### src/rtl/if_fetch_unit_pkg.sv
// Shared constants for the instruction-fetch stage: NPCOp encodings, reset/vector
// addresses, the NOP word and the fetch FSM state type.
package if_fetch_unit_pkg;

  localparam logic [2:0] NPC_SEQ  = 3'b000;
  localparam logic [2:0] NPC_BR   = 3'b001;
  localparam logic [2:0] NPC_J    = 3'b010;
  localparam logic [2:0] NPC_JR   = 3'b011;
  localparam logic [2:0] NPC_ERET = 3'b100;
  localparam logic [2:0] NPC_INT  = 3'b101;

  localparam logic [31:0] RESET_PC   = 32'h0000_3000;
  localparam logic [31:0] EXC_VECTOR = 32'h0000_4180;
  localparam logic [31:0] NOP        = 32'h0000_0000;

  typedef enum logic [1:0] {
    StReq,
    StHold,
    StMisal
  } fetch_state_e;

  // ERET and interrupt entry discard the word fetched behind them.
  function automatic logic is_squash(logic [2:0] op);
    return (op == NPC_ERET) || (op == NPC_INT);
  endfunction

endpackage

### src/rtl/if_fetch_unit_if.sv
// Instruction-memory req/rdy bus between the fetch stage (master) and memory (slave).
interface if_fetch_unit_if;
  logic        imem_req;
  logic [31:0] imem_addr;
  logic [31:0] imem_rdata;
  logic        imem_rdy;

  modport master (
    output imem_req,
    output imem_addr,
    input  imem_rdata,
    input  imem_rdy
  );

  modport slave (
    input  imem_req,
    input  imem_addr,
    output imem_rdata,
    output imem_rdy
  );
endinterface

### src/rtl/if_fetch_unit_npc_calc.sv
// Combinational next-PC selection from the NPCOp issued by the D-stage instruction.
module if_fetch_unit_npc_calc
  import if_fetch_unit_pkg::*;
#(
  parameter logic [31:0] ExcVector = EXC_VECTOR
) (
  input  logic [2:0]  npc_op_i,
  input  logic [31:0] pc_i,
  input  logic [31:0] pc_d_i,
  input  logic [25:0] instr_d_i,
  input  logic [31:0] rs_fwd_i,
  input  logic [31:0] epc_i,
  output logic [31:0] target_o
);

  logic [31:0] pc_d_plus4;
  logic [31:0] br_offset;

  assign pc_d_plus4 = pc_d_i + 32'd4;
  assign br_offset  = {{14{instr_d_i[15]}}, instr_d_i[15:0], 2'b00};

  always_comb begin
    target_o = pc_i + 32'd4;
    case (npc_op_i)
      NPC_BR:   target_o = pc_d_plus4 + br_offset;
      NPC_J:    target_o = {pc_d_plus4[31:28], instr_d_i, 2'b00};
      NPC_JR:   target_o = rs_fwd_i;
      NPC_ERET: target_o = epc_i;
      NPC_INT:  target_o = ExcVector;
      default:  target_o = pc_i + 32'd4;
    endcase
  end

endmodule

### src/rtl/if_fetch_unit.sv
// Instruction-fetch stage: PC, req/rdy fetch FSM with hold register, and IF/ID register.
// Define IF_ALIGN_CHK_EN to trap misaligned targets instead of truncating them.
module if_fetch_unit
  import if_fetch_unit_pkg::*;
#(
  parameter logic [31:0] ResetPc   = RESET_PC,
  parameter logic [31:0] ExcVector = EXC_VECTOR
) (
  input  logic                  clk,
  input  logic                  reset,
  input  logic                  stall_i,
  input  logic [2:0]            npc_op_i,
  input  logic [31:0]           rs_fwd_i,
  input  logic [31:0]           epc_i,
  if_fetch_unit_if.master       imem,
  output logic                  if_busy_o,
  output logic [31:0]           instr_d_o,
  output logic [31:0]           pc_d_o,
  output logic [31:0]           pc8_d_o
`ifdef IF_ALIGN_CHK_EN
  ,
  output logic                  exc_adel_d_o,
  output logic [31:0]           badvaddr_d_o
`endif
);

  fetch_state_e state_q;
  logic [31:0]  pc_q, hold_q, instr_q, pcd_q, pc8_q;
  logic [31:0]  target_raw, target, word;
  logic         avail, advance;

  if_fetch_unit_npc_calc #(
    .ExcVector (ExcVector)
  ) u_npc_calc (
    .npc_op_i  (npc_op_i),
    .pc_i      (pc_q),
    .pc_d_i    (pcd_q),
    .instr_d_i (instr_q[25:0]),
    .rs_fwd_i  (rs_fwd_i),
    .epc_i     (epc_i),
    .target_o  (target_raw)
  );

`ifdef IF_ALIGN_CHK_EN
  logic        misal;
  logic        exc_q;
  logic [31:0] bad_q;

  assign target       = target_raw;
  assign misal        = |target_raw[1:0];
  assign exc_adel_d_o = exc_q;
  assign badvaddr_d_o = bad_q;
`else
  assign target = target_raw & 32'hFFFF_FFFC;
`endif

  // Outside REQ a word (held, or a pending misaligned trap) is always ready.
  assign avail   = (state_q == StReq) ? imem.imem_rdy : 1'b1;
  assign advance = avail && !stall_i;
  assign word    = (state_q == StHold) ? hold_q : imem.imem_rdata;

  assign imem.imem_req  = (state_q == StReq);
  assign imem.imem_addr = pc_q;
  assign if_busy_o      = (state_q == StReq) && !imem.imem_rdy;
  assign instr_d_o      = instr_q;
  assign pc_d_o         = pcd_q;
  assign pc8_d_o        = pc8_q;

  always_ff @(posedge clk) begin
    if (reset) begin
      state_q <= StReq;
      pc_q    <= ResetPc;
      hold_q  <= NOP;
      instr_q <= NOP;
      pcd_q   <= 32'd0;
      pc8_q   <= 32'd8;
`ifdef IF_ALIGN_CHK_EN
      exc_q   <= 1'b0;
      bad_q   <= 32'd0;
`endif
    end else if (advance) begin
      pc_q  <= target;
      pcd_q <= pc_q;
      pc8_q <= pc_q + 32'd8;
`ifdef IF_ALIGN_CHK_EN
      instr_q <= (is_squash(npc_op_i) || state_q == StMisal) ? NOP : word;
      exc_q   <= (state_q == StMisal);
      bad_q   <= pc_q;
      state_q <= misal ? StMisal : StReq;
`else
      instr_q <= is_squash(npc_op_i) ? NOP : word;
      state_q <= StReq;
`endif
    end else if (state_q == StReq && imem.imem_rdy) begin
      // Stalled while the response arrives: park the word so it is never lost.
      hold_q  <= imem.imem_rdata;
      state_q <= StHold;
    end
  end

endmodule

### src/flat_wrapper.sv
// flat-port wrapper written by rule: the top's interface ports become plain ports
module if_fetch_unit_flat import if_fetch_unit_pkg::*;
#(
  parameter logic [31:0] ResetPc   = RESET_PC,
  parameter logic [31:0] ExcVector = EXC_VECTOR
)
  (clk, reset, stall_i, npc_op_i, rs_fwd_i, epc_i, if_busy_o, instr_d_o, pc_d_o, pc8_d_o, imem_imem_req, imem_imem_addr, imem_imem_rdata, imem_imem_rdy);
  if_fetch_unit_if imem_i ();
  input  logic clk;
  input  logic reset;
  input  logic stall_i;
  input  logic [2:0] npc_op_i;
  input  logic [31:0] rs_fwd_i;
  input  logic [31:0] epc_i;
  output logic if_busy_o;
  output logic [31:0] instr_d_o;
  output logic [31:0] pc_d_o;
  output logic [31:0] pc8_d_o;
  output wire logic [$bits(imem_i.imem_req)-1:0] imem_imem_req;
  output wire logic [$bits(imem_i.imem_addr)-1:0] imem_imem_addr;
  input wire logic [$bits(imem_i.imem_rdata)-1:0] imem_imem_rdata;
  input wire logic [$bits(imem_i.imem_rdy)-1:0] imem_imem_rdy;
  assign imem_imem_req = imem_i.imem_req;
  assign imem_imem_addr = imem_i.imem_addr;
  assign imem_i.imem_rdata = imem_imem_rdata;
  assign imem_i.imem_rdy = imem_imem_rdy;
  if_fetch_unit #(.ResetPc(ResetPc), .ExcVector(ExcVector)) u_core (.clk(clk), .reset(reset), .stall_i(stall_i), .npc_op_i(npc_op_i), .rs_fwd_i(rs_fwd_i), .epc_i(epc_i), .imem(imem_i), .if_busy_o(if_busy_o), .instr_d_o(instr_d_o), .pc_d_o(pc_d_o), .pc8_d_o(pc8_d_o));
endmodule
### config.mk
export PLATFORM = sky130hd
export DESIGN_NAME = if_fetch_unit_flat
export DESIGN_NICKNAME = d
export VERILOG_FILES = /design/src/rtl/if_fetch_unit_pkg.sv /design/src/rtl/if_fetch_unit_if.sv /design/src/rtl/if_fetch_unit_npc_calc.sv /design/src/rtl/if_fetch_unit.sv /design/src/flat_wrapper.sv
export SDC_FILE = /design/constraint.sdc
export NUM_CORES = 1
export LEC_CHECK = 0
export CORE_MARGIN = 4
export CORE_UTILIZATION = 50
export DETAILED_ROUTE_END_ITERATION = 6
export GPL_ROUTABILITY_DRIVEN = 0
export PLACE_DENSITY = 0.82
export REMOVE_ABC_BUFFERS = 1
export SKIP_LAST_GASP = 1
export SLEW_MARGIN = 15
export SYNTH_ARGS = -nofsm -noshare
export SYNTH_HDL_FRONTEND = slang
export SYNTH_SLANG_ARGS = --single-unit
export TNS_END_PERCENT = 10
### constraint.sdc
create_clock -name clk -period 3.7 [get_ports clk]
set_input_delay 0.74 -clock clk [delete_from_list [all_inputs] [get_ports clk]]
set_output_delay 0.74 -clock clk [all_outputs]
set_load 0.1 [all_outputs]
==> results.md <==
- Status: finished clean
- Number of flops mapped to enable cells by yosys: 0
- Worst clock skew: 0.0123 ns
- Gr usage total: 31.6%
- Number of cells on the critical path: 14
- Fin area: 13,100 um^2
- Cell area power density: 388 nW/um^2
- Most common cell after layout, fill and taps aside: nand2_1
- WS Path Type: reg -> reg
- Crit share post-route: 96.0%
- Worst slew pin tran: 1.04 ns
- Req. time, crit path: 4.05 ns
- Hold endpoint: u_core.hold_q[6]
- RSZ-0062 raised after global routing: true
- 1st-iter DRT viols: 1,193
- Final Critical Period: 3.55 ns
- Critical path, cell by cell: ha_1 > nand2_1 > nor3_4 > and2_4 > buf_4 > nand4_1 > xnor2_1 > ha_1 > or2_2 > a21oi_1 > nor2_1 > a221oi_2 > xnor2_1 > o41ai_2
- CP endpoint kind: flip-flop
- Share of cells above drive strength 1: 12.6%
- Commonest cells after routing, fill and taps aside: nand2_1 (212), clkdlybuf4s50_1 (187), dfxtp_1 (154), a21oi_1 (130), nor2_1 (122)
- Flop pwr share: 36.5%
- # setup viols final: 0
- Worst R2R Setup Slack: 0.15 ns
- Cell Rows: 51
- Min Hold Slack: 0.456 ns
- Int Pwr: 3100 uW
- Logic gate share of total power: 28.5%
- Layout Nets: 1,652
- Initial antenna violation count: 2
- Synthesized area: 9880 um^2
- Remaining Overflow, GRT: 0
- CP top delay family: simple AND/OR/NAND/NOR gates
- Worst reg-to-reg path cell count: 14
- Setup Buffers After CTS: 0
- Setup TNS Final: 0 ns
- Cells after Synth: 1,310
- Worst-path clk slew: 0.07 ns
- Final ANT Viol Nets: 0
- WL/cell: 19.8 um
- Chip height: 149 um
- Crit-path max FO: 8
- Total Routed Length: 35,500 um
- Clock Sinks: 154
- Max-slew violations: 0
- Headroom to the max-slew limit: 30.6%
- Max cap viols: 0
- Die Area: 22,100 um^2
- CTS Buf Count: 17
- Detail Placement HPWL: 26,100 um
- Worst vdd ir: 329 uV
- Switching pwr: 1970 uW
- Starting Density: 50.8%
- Sequential element share of the synthesized area: 31.2%
- Largest net degree at the start of global routing: 74
- Buffer and inverter count on the worst path: 1
- CP max stage delay: 0.37 ns
- Pleak: 0.00498 uW
- CTS Hold Bufs: 0
- Hold Path Class: reg -> reg
- # IOs: 233
- H-Tree Depth: 4
- Number of fill cells: 1,628
- Final hold viol count: 0
- DR pass1 iterations: 5
- Synth unique cells: 71
- Register bit total from synthesis: 154
- Global-route wire length before repair: 55,600 um
- Resized cells post-CTS: 0
- Via count: 10,900
- DP Area: 12,400 um^2
- FFs w/ async S/R, synth: 0%
- Core area: 19,500 um^2
- Critical R2R Launch: u_core.pc_d_o[3]
- Residual DRC: 0
- WP data arrival: 3.90 ns
- Max Freq: 282 MHz
- Net Sw Frac: 38.9%
- CTS Root Buffer Type: clkbuf_16
- Share of power burned in the clock network: 35.0%
- Clk_lat worst skew: 0.45 ns
- Die width: 149 um
- Vias in the first global route: 10,500
- I/O Buffers: 222
- CP startpoint kind: flip-flop
- Hold path cells: 2
- Max Buffers Root-to-Sink: 2
- Seq. cell area: 3080 um^2
- Multi-input logic area: 6290 um^2
- Via-per-instance ratio: 6.10
- CTS tree: done
- Prevailing post-synth register cell: dfxtp_1
- Slowest CP cell: ha_1
- Hold Crit Start: u_core.hold_q[6]
- Reg2reg end: u_core.imem.imem_addr[31]
- Synthesis-to-layout area growth: 32.3%
- Avg Cell Area, Syn: 7.54 um^2
- Synth warn: 0
worst max-delay path by stage:
| stage | startpoint | to |
|---|---|---|
| floorplan | u_core.state_q[0] | u_core.imem.imem_addr[22] |
| global placement | u_core.pc_d_o[3] | u_core.imem.imem_addr[29] |
| detailed placement | u_core.pc_d_o[3] | u_core.imem.imem_addr[31] |
| CTS | u_core.pc_d_o[3] | u_core.imem.imem_addr[31] |
| global route | u_core.pc_d_o[6] | u_core.imem.imem_addr[31] |
| finish | u_core.pc_d_o[3] | u_core.imem.imem_addr[31] |
cell families (layout without fill, tap and decap cells):
logic type / count (synthesis) / in the layout / share of synthesized area (%)
muxes: 44 / 44 / 4.90
AOI/OAI and AO/OA: 363 / 363 / 24.1
adders and majority gates: 37 / 37 / 4.76
DFF: 154 / 154 / 31.2
xor gates and xnor gates: 82 / 82 / 7.27
other: 1 / 7 / 0.0379
buffers and inverters: 140 / 350 / 5.77
and+or+nand+nor: 489 / 489 / 22.0
cells in the mapped netlist (10+ instances only):
cell type / count / area, um^2
nand3_1: 45 / 225
buf_2: 14 / 70.1
mux2_2: 35 / 394
ha_1: 36 / 450
nand2_1: 212 / 796
nor2_1: 123 / 462
a211oi_1: 33 / 248
o21ai_0: 42 / 210
a22oi_1: 35 / 263
nor3_1: 27 / 135
xnor2_1: 53 / 464
xor2_1: 29 / 254
o22ai_1: 14 / 87.6
o22a_1: 13 / 114
a21oi_1: 133 / 666
nand4_1: 22 / 138
inv_1: 32 / 120
a31oi_1: 10 / 62.6
dfxtp_1: 154 / 3080
buf_1: 10 / 37.5
clkbuf_1: 76 / 285
routing by layer:
layer  global-route usage, %  part of all wire, %
met1                    39.6                   38
met4                    16.8                  5.2
met3                    8.99                   11
met5                       0                    0
met2                    49.1                   45
registers in the layout, indices dropped and copies added, names as in the netlist:
signal,cells
u_core.instr_d_o,32
u_core.hold_q,32
u_core.state_q,1
u_core.imem.imem_addr,30
u_core.pc8_d_o,29
u_core.pc_d_o,30
area by class of cell:
| type | count | area share, % |
|---|---|---|
| antenna | 1 | 0.0191 |
| clock buffer | 17 | 3.25 |
| clock inverter | 15 | 1.30 |
| inverter | 32 | 0.918 |
| multi-input combinational | 1021 | 48.1 |
| sequential | 154 | 23.6 |
| tap | 265 | 2.54 |
| timing repair buffer | 286 | 20.3 |
power groups by stage:
stage	clock (uW)	combinational, uW	sequential [uW]
after floorplan	0	426	2390
after global placement	0	1410	1880
after detailed placement	0	1420	1890
after CTS	1780	1430	1850
after global routing	1850	1510	1860
final	1770	1450	1850
tightest hold or removal path, stage by stage (launching register included):
cell and delay (ns):
dfxtp_1 0.31, nand2_1 0.05, a21oi_1 0.05
per-stage QoR:
stage                     power (uW)  worst slack [ns]  cells  util, %
final                           5070             0.149   1791     67.2
after floorplan                 2820             -2.88   1207        -
after global placement          3290            0.0640   1758     64.0
after CTS                       5050           0.00652   1790     67.0
after detailed placement        3310            0.0686   1758     64.0
after global routing            5230           -0.0567   1791     67.2
Note: power is estimated with default switching activity, not from simulation.
